===== config.mk =====
export PLATFORM = sky130hd
export DESIGN_NAME = imem_loader_flat
export DESIGN_NICKNAME = d
export VERILOG_FILES = /design/src/rtl/imem_loader_if.sv /design/src/rtl/imem_loader.sv /design/src/flat_wrapper.sv
export SDC_FILE = /design/constraint.sdc
export NUM_CORES = 1
export LEC_CHECK = 0
export CAP_MARGIN = 5
export CORE_MARGIN = 2
export CORE_UTILIZATION = 55
export CTS_CLUSTER_SIZE = 10
export DETAILED_ROUTE_END_ITERATION = 10
export GPL_ROUTABILITY_DRIVEN = 0
export PLACE_DENSITY = 0.92
export SYNTH_ARGS = -nofsm -noshare
export SYNTH_HDL_FRONTEND = slang
export SYNTH_SLANG_ARGS = --single-unit

===== constraint.sdc =====
create_clock -name clk -period 4.2 [get_ports clk]
set_input_delay 0.84 -clock clk [delete_from_list [all_inputs] [get_ports clk]]
set_output_delay 0.84 -clock clk [all_outputs]
set_load 0.1 [all_outputs]

===== src/rtl/imem_loader_if.sv =====
// Byte-stream handshake plus instruction-memory write port of the boot loader.
// master = byte source / memory side, slave = the loader itself.
interface imem_loader_if #(
  parameter int ADDR_W = 10
);
  logic              byte_valid;
  logic [7:0]        byte_data;
  logic              byte_ready;
  logic              im_wren;
  logic [ADDR_W-1:0] im_address;
  logic [31:0]       im_data;

  modport master (
    output byte_valid, byte_data,
    input  byte_ready, im_wren, im_address, im_data
  );

  modport slave (
    input  byte_valid, byte_data,
    output byte_ready, im_wren, im_address, im_data
  );
endinterface


===== src/rtl/imem_loader.sv =====
// Boot-time instruction-memory writer: packs a byte stream into little-endian
// words, writes them from address 0 upward and holds the core in reset meanwhile.
module imem_loader #(
  parameter int ADDR_W = 10,
  parameter int DEPTH  = 1024
) (
  input  logic            clk,
  input  logic            rst,
  input  logic            start_i,
  input  logic [ADDR_W:0] word_count_i,
  imem_loader_if.slave    bus,
  output logic            core_hold_o,
  output logic            busy_o,
  output logic            done_o,
  output logic [7:0]      checksum_o
);

  typedef enum logic [1:0] {S_IDLE, S_RECV, S_WRITE, S_DONE} state_e;

  localparam logic [ADDR_W:0] DEPTH_W = DEPTH[ADDR_W:0];

  state_e            state_q,      state_d;
  logic [ADDR_W:0]   target_q,     target_d;
  logic [ADDR_W-1:0] word_addr_q,  word_addr_d;
  logic [1:0]        byte_idx_q,   byte_idx_d;
  logic [31:0]       word_q,       word_d;
  logic [7:0]        checksum_q,   checksum_d;
  logic [ADDR_W-1:0] im_address_q, im_address_d;
  logic [31:0]       im_data_q,    im_data_d;

  logic [ADDR_W:0]   target_clamped;
  logic [ADDR_W:0]   addr_next;

  assign target_clamped = (word_count_i > DEPTH_W) ? DEPTH_W : word_count_i;
  assign addr_next      = {1'b0, word_addr_q} + {{ADDR_W{1'b0}}, 1'b1};

  always_comb begin
    // NOTE: every next-state signal gets its hold value first so no path infers a latch.
    state_d      = state_q;
    target_d     = target_q;
    word_addr_d  = word_addr_q;
    byte_idx_d   = byte_idx_q;
    word_d       = word_q;
    checksum_d   = checksum_q;
    im_address_d = im_address_q;
    im_data_d    = im_data_q;

    case (state_q)
      S_IDLE, S_DONE: begin
        if (start_i) begin
          target_d    = target_clamped;
          word_addr_d = '0;
          byte_idx_d  = '0;
          checksum_d  = '0;
          state_d     = (target_clamped == '0) ? S_DONE : S_RECV;
        end
      end

      S_RECV: begin
        // byte_ready is exactly "in RECV", so valid alone marks an accepted byte
        if (bus.byte_valid) begin
          word_d[8*byte_idx_q +: 8] = bus.byte_data;
          checksum_d                = checksum_q ^ bus.byte_data;
          byte_idx_d                = byte_idx_q + 2'd1;
          if (byte_idx_q == 2'd3) begin
            im_address_d = word_addr_q;
            im_data_d    = {bus.byte_data, word_q[23:0]};
            state_d      = S_WRITE;
          end
        end
      end

      S_WRITE: begin
        if (addr_next == target_q) begin
          state_d = S_DONE;
        end else begin
          word_addr_d = addr_next[ADDR_W-1:0];
          byte_idx_d  = '0;
          state_d     = S_RECV;
        end
      end

      default: state_d = S_IDLE;
    endcase
  end

  always_ff @(posedge clk or negedge rst) begin
    if (!rst) begin
      state_q      <= S_IDLE;
      target_q     <= '0;
      word_addr_q  <= '0;
      byte_idx_q   <= '0;
      // NOTE: the assembly register is reset too, so im_data never carries X after boot.
      word_q       <= '0;
      checksum_q   <= '0;
      im_address_q <= '0;
      im_data_q    <= '0;
    end else begin
      // NOTE: non-blocking updates so every register samples pre-edge values.
      state_q      <= state_d;
      target_q     <= target_d;
      word_addr_q  <= word_addr_d;
      byte_idx_q   <= byte_idx_d;
      word_q       <= word_d;
      checksum_q   <= checksum_d;
      im_address_q <= im_address_d;
      im_data_q    <= im_data_d;
    end
  end

  assign bus.byte_ready = (state_q == S_RECV);
  assign bus.im_wren    = (state_q == S_WRITE);
  assign bus.im_address = im_address_q;
  assign bus.im_data    = im_data_q;

  assign core_hold_o = (state_q != S_DONE);
  assign busy_o      = (state_q == S_RECV) || (state_q == S_WRITE);
  assign done_o      = (state_q == S_DONE);
  assign checksum_o  = checksum_q;

endmodule

===== src/flat_wrapper.sv =====
// flat-port wrapper written by rule: the top's interface ports become plain ports
module imem_loader_flat 
#(
  parameter int ADDR_W = 10,
  parameter int DEPTH  = 1024
)
  (clk, rst, start_i, word_count_i, core_hold_o, busy_o, done_o, checksum_o, bus_byte_valid, bus_byte_data, bus_byte_ready, bus_im_wren, bus_im_address, bus_im_data);
  imem_loader_if #(.ADDR_W(ADDR_W)) bus_i ();
  input  logic clk;
  input  logic rst;
  input  logic start_i;
  input  logic [ADDR_W:0] word_count_i;
  output logic core_hold_o;
  output logic busy_o;
  output logic done_o;
  output logic [7:0] checksum_o;
  input wire logic [$bits(bus_i.byte_valid)-1:0] bus_byte_valid;
  input wire logic [$bits(bus_i.byte_data)-1:0] bus_byte_data;
  output wire logic [$bits(bus_i.byte_ready)-1:0] bus_byte_ready;
  output wire logic [$bits(bus_i.im_wren)-1:0] bus_im_wren;
  output wire logic [$bits(bus_i.im_address)-1:0] bus_im_address;
  output wire logic [$bits(bus_i.im_data)-1:0] bus_im_data;
  assign bus_i.byte_valid = bus_byte_valid;
  assign bus_i.byte_data = bus_byte_data;
  assign bus_byte_ready = bus_i.byte_ready;
  assign bus_im_wren = bus_i.im_wren;
  assign bus_im_address = bus_i.im_address;
  assign bus_im_data = bus_i.im_data;
  imem_loader #(.ADDR_W(ADDR_W), .DEPTH(DEPTH)) u_core (.clk(clk), .rst(rst), .start_i(start_i), .word_count_i(word_count_i), .bus(bus_i), .core_hold_o(core_hold_o), .busy_o(busy_o), .done_o(done_o), .checksum_o(checksum_o));
endmodule

== Word-level counts from Yosys, hierarchy flattened ==
Index checks and enable logic that the tools add are counted.
Storage, ports and cells
  register bits after elaboration: 107
  input bits: 23
  word-level logic and storage cells: 56
Cells by class
  add/sub/neg operators: 3
  order comparisons: 1
  eq/ne operators: 10
  shifts and indexed selects: 2
  multiplexer cells: 18
  bitwise gates (word level): 1
  reduce and logical (&&, ||, !) cells: 13
Operator list (number)
  negation 5 -> 34 bit: 1
  variable shift 8 x 34 -> 32 bit, first input constant: 1
  indexed part select 8 x 34 -> 32 bit: 1
  bitwise mux 32 bit: 1
  2-to-1 mux 10 bit: 2
  case mux 10 bit (2 select lines): 1
  2-to-1 mux 2 bit: 8
  2-to-1 mux 8 bit: 2
  case mux 8 bit (2 select lines): 1
  AND reduction 3 bit: 5
  case mux 2 bit (3 select lines): 2
  adder 10 x 1 -> 11 bit, second input constant: 1
  == test 11 bit: 1
  > comparator 11 bit, second input constant: 1
  zero test 11 bit: 1
  2-to-1 mux 11 bit: 1
  inequality test 2 bit, second input constant: 4
  XOR 8 bit: 1
  == test 2 bit, second input constant: 3
  AND reduction 2 bit: 2
  nonzero test 2 bit: 2
  adder 2 x 1 -> 2 bit, second input constant: 1
  == test 2 x 1 -> 1 bit, second input constant: 1
  zero test 2 bit: 1
  other kinds (3): 3

== Longest topological paths before layout ==
Gate-level depths: netlist (run 1).
  depth after elaboration: 6
  depth in mapped cells: 11
  mapped depth without buffers: 8

== Least setup slack after synthesis (run 1) ==
OpenSTA, ideal clock, no wires.
  path kind: register -> register
  from: register u_core.state_q[0]
  to: register u_core.word_addr_q[6]
  setup time: 126 ps
  arrival time: 2915 ps
  required time: 4074 ps
  slack: 1159 ps
  stages on the path, launching flop included: 11
  buffers on the path: 2
  cells stage by stage: dfrtp_1 -> inv_1 -> ha_1 -> o2111ai_1 -> a211oi_2 -> nand4_2 -> or2_1 -> buf_6 -> buf_6 -> a31o_1 -> a221o_1
On the way
  elaborated cells between the ends (all ways): 9
  classes of those cells: eq/ne (4); mux (1); reduce/logical (4)
RTL lines
  start, declared: line imem_loader.sv:22  | state_e state_q, state_d;
  start signal, assigned: line imem_loader.sv:100  | state_q <= state_d;
  == test 2 bit *
  via bus_im_wren: line flat_wrapper.sv:20  | output wire logic [$bits(bus_i.im_wren)-1:0] bus_im_wren;
  inequality test 2 bit (no source line) or nonzero test 2 bit (tied branches)
  AND reduction 3 bit (no source line)
  end signal, assigned: line imem_loader.sv:102  | word_addr_q <= word_addr_d;
  end, declared: line imem_loader.sv:24  | logic [ADDR_W-1:0] word_addr_q, word_addr_d;
The timed path passes the listed nets; every way through them passes the cells marked *.
A chain may end at the register's enable or synchronous reset.

== Final worst setup path (run 1) ==
  from: register u_core.word_addr_q[2]
  to: register u_core.word_addr_q[1]
On the way
  cells in the longest elaborated chain, start to end: 4
Ends and longest elaborated chain
  adder 10 x 1 -> 11 bit: line imem_loader.sv:35  | assign addr_next = {1'b0, word_addr_q} + {{ADDR_W{1'b0}}, 1'b1};
  == test 11 bit: line imem_loader.sv:74  | if (addr_next == target_q) begin
  inequality test 2 bit (no source line)
  AND reduction 3 bit (no source line)
No other way between the ends.

==> flow_summary.toml, run 1 <==
[die]
chipWidth_um = 98.3
core_um2 = 8680
die_y_um = 98.3
dieArea_um2 = 9650
io_pins = 78
initial_utilization = 0.563
rows = 34

[worst_setup_path]
r2r_slack_ns = 0.85
slowest_stage = "or2_1"
critPathTopFamily = "simple AND/OR/NAND/NOR gates"
worstPathMaxFanout = 23
cp_num_buf_inv = 0
cp.required_ns = 4.46
worstSetupPathType = "flip-flop to flip-flop"
cp-end-kind = "flip-flop"
cp.arrival_ns = 3.61
crit_path_max_incr_delay_ns = 0.70
critPathLaunchType = "flip-flop"
crit_chain = "nand3_2 -> o31a_1 -> o21a_1 -> o22ai_2 -> or2_1 -> nand2_1 -> a221o_1"

[flow_run]
drv_cap = 0

[synth]
syn_avg_cell_area_um2 = 11.0
yosys.area_share.simple = 0.140
synth_nets = 478
synthFlopType = "dfrtp_1"
synth_seq_cells = 99
synth_top_family_by_area = "compound AO/OA/AOI/OAI gates"
ys_async_sr_fraction = 1.00
ys_types = 58
netlist_area_um2 = 4890
yosysSeqAreaShare = 0.507
synth-edff-count = 0
synth_compound_area_frac = 0.174
ys_top_cells_by_area = "dfrtp_1 (51%), mux2_2 (9.0%), a22o_1 (6.1%)"
synthesis.instances = 445
synth_xor_xnor_area_share = 0.0179
synth_top_area_cell = "dfrtp_1"
synthAdderAreaFrac = 0.0256
yosys.area.top_type_share = 0.507
muxShareOfSynthArea = 0.0899
ys.warnings.count = 0

[clocking]
cts_sinks = 99
post_cts_buffers = 0
root_buffer = "clkbuf_8"
postCtsResizedCells = 0
cts_made_buffers = 9
clkTransAtPathRegs_ns = 0.11
cts_tree = "built"
h-tree-depth = 3
clock_latency_ns = 0.37
clock_path_buffers = 2
holdBufCountCts = 0

[detailed_routing]
wire_per_inst_um = 19.5
vias_per_cell = 6.38
wl_met2_um = 5820
drt_first_pass_iters = 5
drc = 0
route.met3.wl_um = 916
top_layer = "met4"
drt_first_iter_violations = 394
dr_total_vias = 3968
wl_met1_um = 5060
wl_um = 12100
detail-route-antenna-nets = 0

[timing]
max_slew_margin = 0.322
hold_viol = 0
rsz0062_at_grt = "false"
worst_pin_slew_ns = 1.01
maxSlewViolCount = 0
max_freq_mhz = 299
layout_min_cycle_time_ns = 3.35
period_share = 0.797
finalSetupViolCount = 0
skew_ns = 0.0101
setup-tns-final_ns = 0

[grt]
grt_antenna_before_repair = 0
grt_pass1_vias = 3835
grtUsageTotal = 0.256
grt_pass1_wl_um = 19800
grt_max_degree = 43
overflow = 0

[power]
p_total_mw = 3.42
p_per_area_nw_per_um2 = 581
leakage_nw = 2.66
ir_worst_vdd_mv = 0.372

[layout]
diodes = 0
area_growth_pct = 20.3
n_fill_cell = 646
drive_gt1_frac = 0.160
nets = 542

[placed_design]
port_buffers = 77
dp_hpwl_um = 8280

[outcome]
status = "completed"

[hold_path]
min_path_type = "input pin to async pin"
-- final timing paths --
| check | from | end | cells after the start |
|---|---|---|---|
| setup / recovery | u_core.word_addr_q[2]$_DFFE_PN0P_ | u_core.word_addr_q[1]$_DFFE_PN0P_ | 7 |
| hold / removal | rst | u_core.bus.im_data[24]$_DFFE_PN0P_ | 1 |
| setup reg to reg | u_core.word_addr_q[2]$_DFFE_PN0P_ | u_core.word_addr_q[1]$_DFFE_PN0P_ | 7 |
| hold reg to reg | u_core.word_q[17]$_DFFE_PN0P_ | u_core.word_q[17]$_DFFE_PN0P_ | 1 |
| max in group asynchronous | rst | u_core.target_q[5]$_DFFE_PN0P_ | 2 |
| min in group clk | u_core.word_q[17]$_DFFE_PN0P_ | u_core.word_q[17]$_DFFE_PN0P_ | 1 |
-- where the power goes --
part / internal [mW] / switching [mW] / total (mW)
Clock: 0.236 / 0.376 / 0.612
Combinational: 0.423 / 1.08 / 1.50
Sequential: 1.14 / 0.163 / 1.30
-- cells by family after synthesis --
kind of cell / count (synthesis)
AO/OA/AOI/OAI: 111
flip-flops: 99
AND/OR/NAND/NOR: 131
buffers and inverters: 45
XOR/XNOR: 10
adder cells (fa/ha/maj): 10
multiplexers: 39
-- placed cells by master, fill, tap and decap left out, drive strengths merged, types with 5 or more instances in the layout --
cell type	count
dfrtp	99
clkdlybuf4s50	73
nand2	45
mux2	39
a22o	34
o21ai	28
nand3	20
inv	16
nand2b	14
buf	13
nor4	13
nor2	11
ha	10
nor3	9
clkbuf	9
xnor2	7
a31oi	7
nor2b	5
-- synth_stat cells, types with 2 or more instances --
library cell	instances
a21bo_2	2
a22o_1	34
nand3_2	2
nor3_1	9
a21boi_0	2
mux2_2	39
a31o_1	3
nand3_1	18
inv_1	11
and3_1	4
nor4b_1	3
nor2b_1	5
nand2b_1	14
o31ai_1	2
nand2_1	44
xnor2_1	7
nor2_1	11
ha_1	10
o211ai_1	2
nor4_1	12
a221o_1	4
xor2_1	3
dfrtp_1	99
o2111ai_1	2
buf_2	5
a311oi_1	2
buf_4	2
buf_6	5
a41o_1	3
a21oi_1	4
and2_1	2
clkbuf_1	19
o21ai_0	27
o221ai_1	3
o31a_1	2
a31oi_1	7
-- metal layers --
metal,track usage,up-vias
li1,-,1767
met1,0.352,1954
met2,0.409,210
met3,0.0422,37
met4,0.107,0
met5,0,-
-- flip-flops by register name, indices dropped and copies added, names as in the netlist --
signal and flops:
u_core.bus.im_address 10, u_core.bus.im_data 32, u_core.byte_idx_q 2, u_core.checksum_o 8, u_core.state_q 2, u_core.target_q 11
u_core.word_addr_q 10, u_core.word_q 24
-- metrics by stage --
step	instances	worst slack, ns	hold WS, ns	cell area, um^2	util
after global placement	606	1.11	0.485	5680	0.654
after global routing	622	0.680	0.401	5880	0.677
after CTS	622	0.950	0.382	5880	0.677
after detailed placement	606	0.973	0.494	5680	0.654
final	622	0.851	0.378	5880	0.677
after floorplan	445	1.16	0.464	4890	-
-- area by class of cell --
| type | instances | area [um^2] | area share |
|---|---|---|---|
| clock inverters | 7 | 75.1 | 0.0128 |
| repair buffers | 86 | 828 | 0.141 |
| well taps | 108 | 135 | 0.0230 |
| clock buffers | 9 | 124 | 0.0211 |
| flip-flops and latches | 99 | 2480 | 0.422 |
| inverters | 12 | 45.0 | 0.00766 |
| multi-input cells | 301 | 2190 | 0.373 |
Power figures use the tool's default switching activity.
==> inputs of run 2 (changes only) <==
--- a/config.mk
+++ b/config.mk
@@ -7,11 +7,11 @@
 export LEC_CHECK = 0
 export CAP_MARGIN = 5
 export CORE_MARGIN = 2
-export CORE_UTILIZATION = 55
+export CORE_UTILIZATION = 49
 export CTS_CLUSTER_SIZE = 10
 export DETAILED_ROUTE_END_ITERATION = 10
 export GPL_ROUTABILITY_DRIVEN = 0
-export PLACE_DENSITY = 0.92
+export PLACE_DENSITY = 0.87
 export SYNTH_ARGS = -nofsm -noshare
 export SYNTH_HDL_FRONTEND = slang
 export SYNTH_SLANG_ARGS = --single-unit
==> constraint.sdc (replaced) <==
create_clock -name clk -period 2.74 [get_ports clk]
set_input_delay 0.548 -clock clk [delete_from_list [all_inputs] [get_ports clk]]
set_output_delay 0.548 -clock clk [all_outputs]
set_load 0.1 [all_outputs]
==> run 2 against run 1 <==
  * Non-clock buffer count up 12
  * Cell area up 0.83%
  * Total power up 54%
  * Die area up 12%
  * Sequential share of layout area down 0.30 points
  * Critical endpoint unchanged
  * Clock skew down 0.0022 ns
  * Via count down 0.20%
==> flow_summary.toml, run 2 (same netlist as run 1, synthesis figures left out) <==
[outcome]
status = "completed"

[timing]
layout_min_cycle_time_ns = 2.62
maxSlewViolCount = 0
max_slew_margin = 0.566
hold_viol = 0
period_share = 0.955
worst_pin_slew_ns = 0.647
finalSetupViolCount = 0
setup-tns-final_ns = 0
max_freq_mhz = 382
skew_ns = 0.00785

[placed_design]
port_buffers = 77
dp_hpwl_um = 8400

[layout]
mostFrequentLayoutCell = "dfrtp_1"
nets = 554
final_cell_mix = "dfrtp_1 (97), buf_4 (74), nand2_1 (44), mux2_2 (39), a22o_1 (34)"
area_growth_pct = 21.3
diodes = 0
largest_reg_flops = 32
n_fill_cell = 769
drive_gt1_frac = 0.287

[flow_run]
drv_cap = 0

[die]
rows = 36
dieArea_um2 = 10800
initial_utilization = 0.502
chipWidth_um = 104
die_y_um = 104
core_um2 = 9730
io_pins = 78

[grt]
grt_max_degree = 49
grt_pass1_wl_um = 19500
grtUsageTotal = 0.225
met2_usage = 0.382
use_met1 = 0.288
grt.busiest_layer = "met2"
met3_usage = 0.0414
grt_antenna_before_repair = 0
overflow = 0
grt_pass1_vias = 3863

[clocking]
cts_sinks = 99
cts_made_buffers = 9
root_buffer = "clkbuf_8"
h-tree-depth = 3
holdBufCountCts = 0
clock_latency_ns = 0.38
cts_tree = "built"
clkTransAtPathRegs_ns = 0.10
clock_path_buffers = 2

[detailed_routing]
detail-route-antenna-nets = 0
dr_total_vias = 3960
drc = 0
drt_first_iter_violations = 368
drt_first_pass_iters = 6
vias_per_cell = 6.01
wl_um = 11900
wire_per_inst_um = 18.0

[worst_setup_path]
crit_chain = "ha_2 -> nand3_1 -> xnor2_1 -> a211oi_2 -> nand4_2 -> or2_1 -> buf_4 -> a41o_1 -> a221o_1"
cp-end-kind = "flip-flop"
cp.required_ns = 3.01
slowest_stage = "dfrtp_1"
critPathLaunchType = "flip-flop"
critPathTopFamily = "compound AO/OA/AOI/OAI gates"
worstSetupPathType = "flip-flop to flip-flop"
worstPathMaxFanout = 13
cp_num_buf_inv = 1
crit_path_max_incr_delay_ns = 0.48
cp.arrival_ns = 2.88

[power]
leakage_nw = 2.82
p_total_mw = 5.26
ir_worst_vdd_mv = 0.487
p_per_area_nw_per_um2 = 888

[hold_path]
min_path_type = "input pin to async pin"
run 2: layer usage:
| layer | routed length [um] | share of wire | vias to the layer above |
|---|---|---|---|
| met2 | 5850 | 0.49 | 188 |
| met1 | 4850 | 0.41 | 1950 |
| li1 | - | - | 1786 |
| met4 | 325 | 0.027 | 0 |
| met3 | 838 | 0.071 | 36 |
| met5 | 0 | 0 | - |
run 2: timing repair:
item / in CTS / in global routing
resized for setup: 0 / 5
setup endpoints to repair: 0 / 4
setup buffers: 0 / 0
run 2: cell type report:
type,count,area [um^2],area share
Clock buffer,10,138,0.0232
Clock inverter,6,56.3,0.00950
Inverter,12,45.0,0.00760
Multi-Input combinational cell,301,2210,0.374
Sequential cell,99,2480,0.418
Tap cell,133,166,0.0281
Timing Repair Buffer,98,826,0.139
run 2: stage by stage:
| step | hold slack, ns | setup WS (ns) | instance area (um^2) | instances | util |
|---|---|---|---|---|---|
| after CTS | 0.0764 | 0.107 | 5910 | 659 | 0.607 |
| after global routing | 0.0853 | -0.000570 | 5930 | 659 | 0.609 |
| final | 0.0684 | 0.122 | 5930 | 659 | 0.609 |
| after global placement | 0.483 | 0.274 | 5710 | 643 | 0.587 |
| after floorplan | 0.252 | 0.0556 | 4890 | 445 | - |
| after detailed placement | 0.482 | 0.123 | 5710 | 643 | 0.587 |
run 2: where the power goes:
group | internal [mW] | switching (mW) | leakage [nW]
clock network | 0.374 | 0.547 | 0.0969
registers | 1.75 | 0.255 | 1.35
logic | 0.677 | 1.66 | 1.37
run 2: final timing paths:
check | start | endpoint | slack (ns) | depth (start not counted)
worst max-delay path | u_core.word_addr_q[1]$_DFFE_PN0P_ | u_core.word_addr_q[1]$_DFFE_PN0P_ | 0.12 | 9
worst min-delay path | rst | u_core.bus.im_data[19]$_DFFE_PN0P_ | 0.07 | 1
worst max register to register | u_core.word_addr_q[1]$_DFFE_PN0P_ | u_core.word_addr_q[1]$_DFFE_PN0P_ | 0.12 | 9
worst min register to register | u_core.bus.im_address[3]$_DFFE_PN0P_ | u_core.bus.im_address[3]$_DFFE_PN0P_ | 0.49 | 2
max in group asynchronous | rst | u_core.target_q[5]$_DFFE_PN0P_ | 2.03 | 2
min in group clk | u_core.bus.im_address[3]$_DFFE_PN0P_ | u_core.bus.im_address[3]$_DFFE_PN0P_ | 0.49 | 2
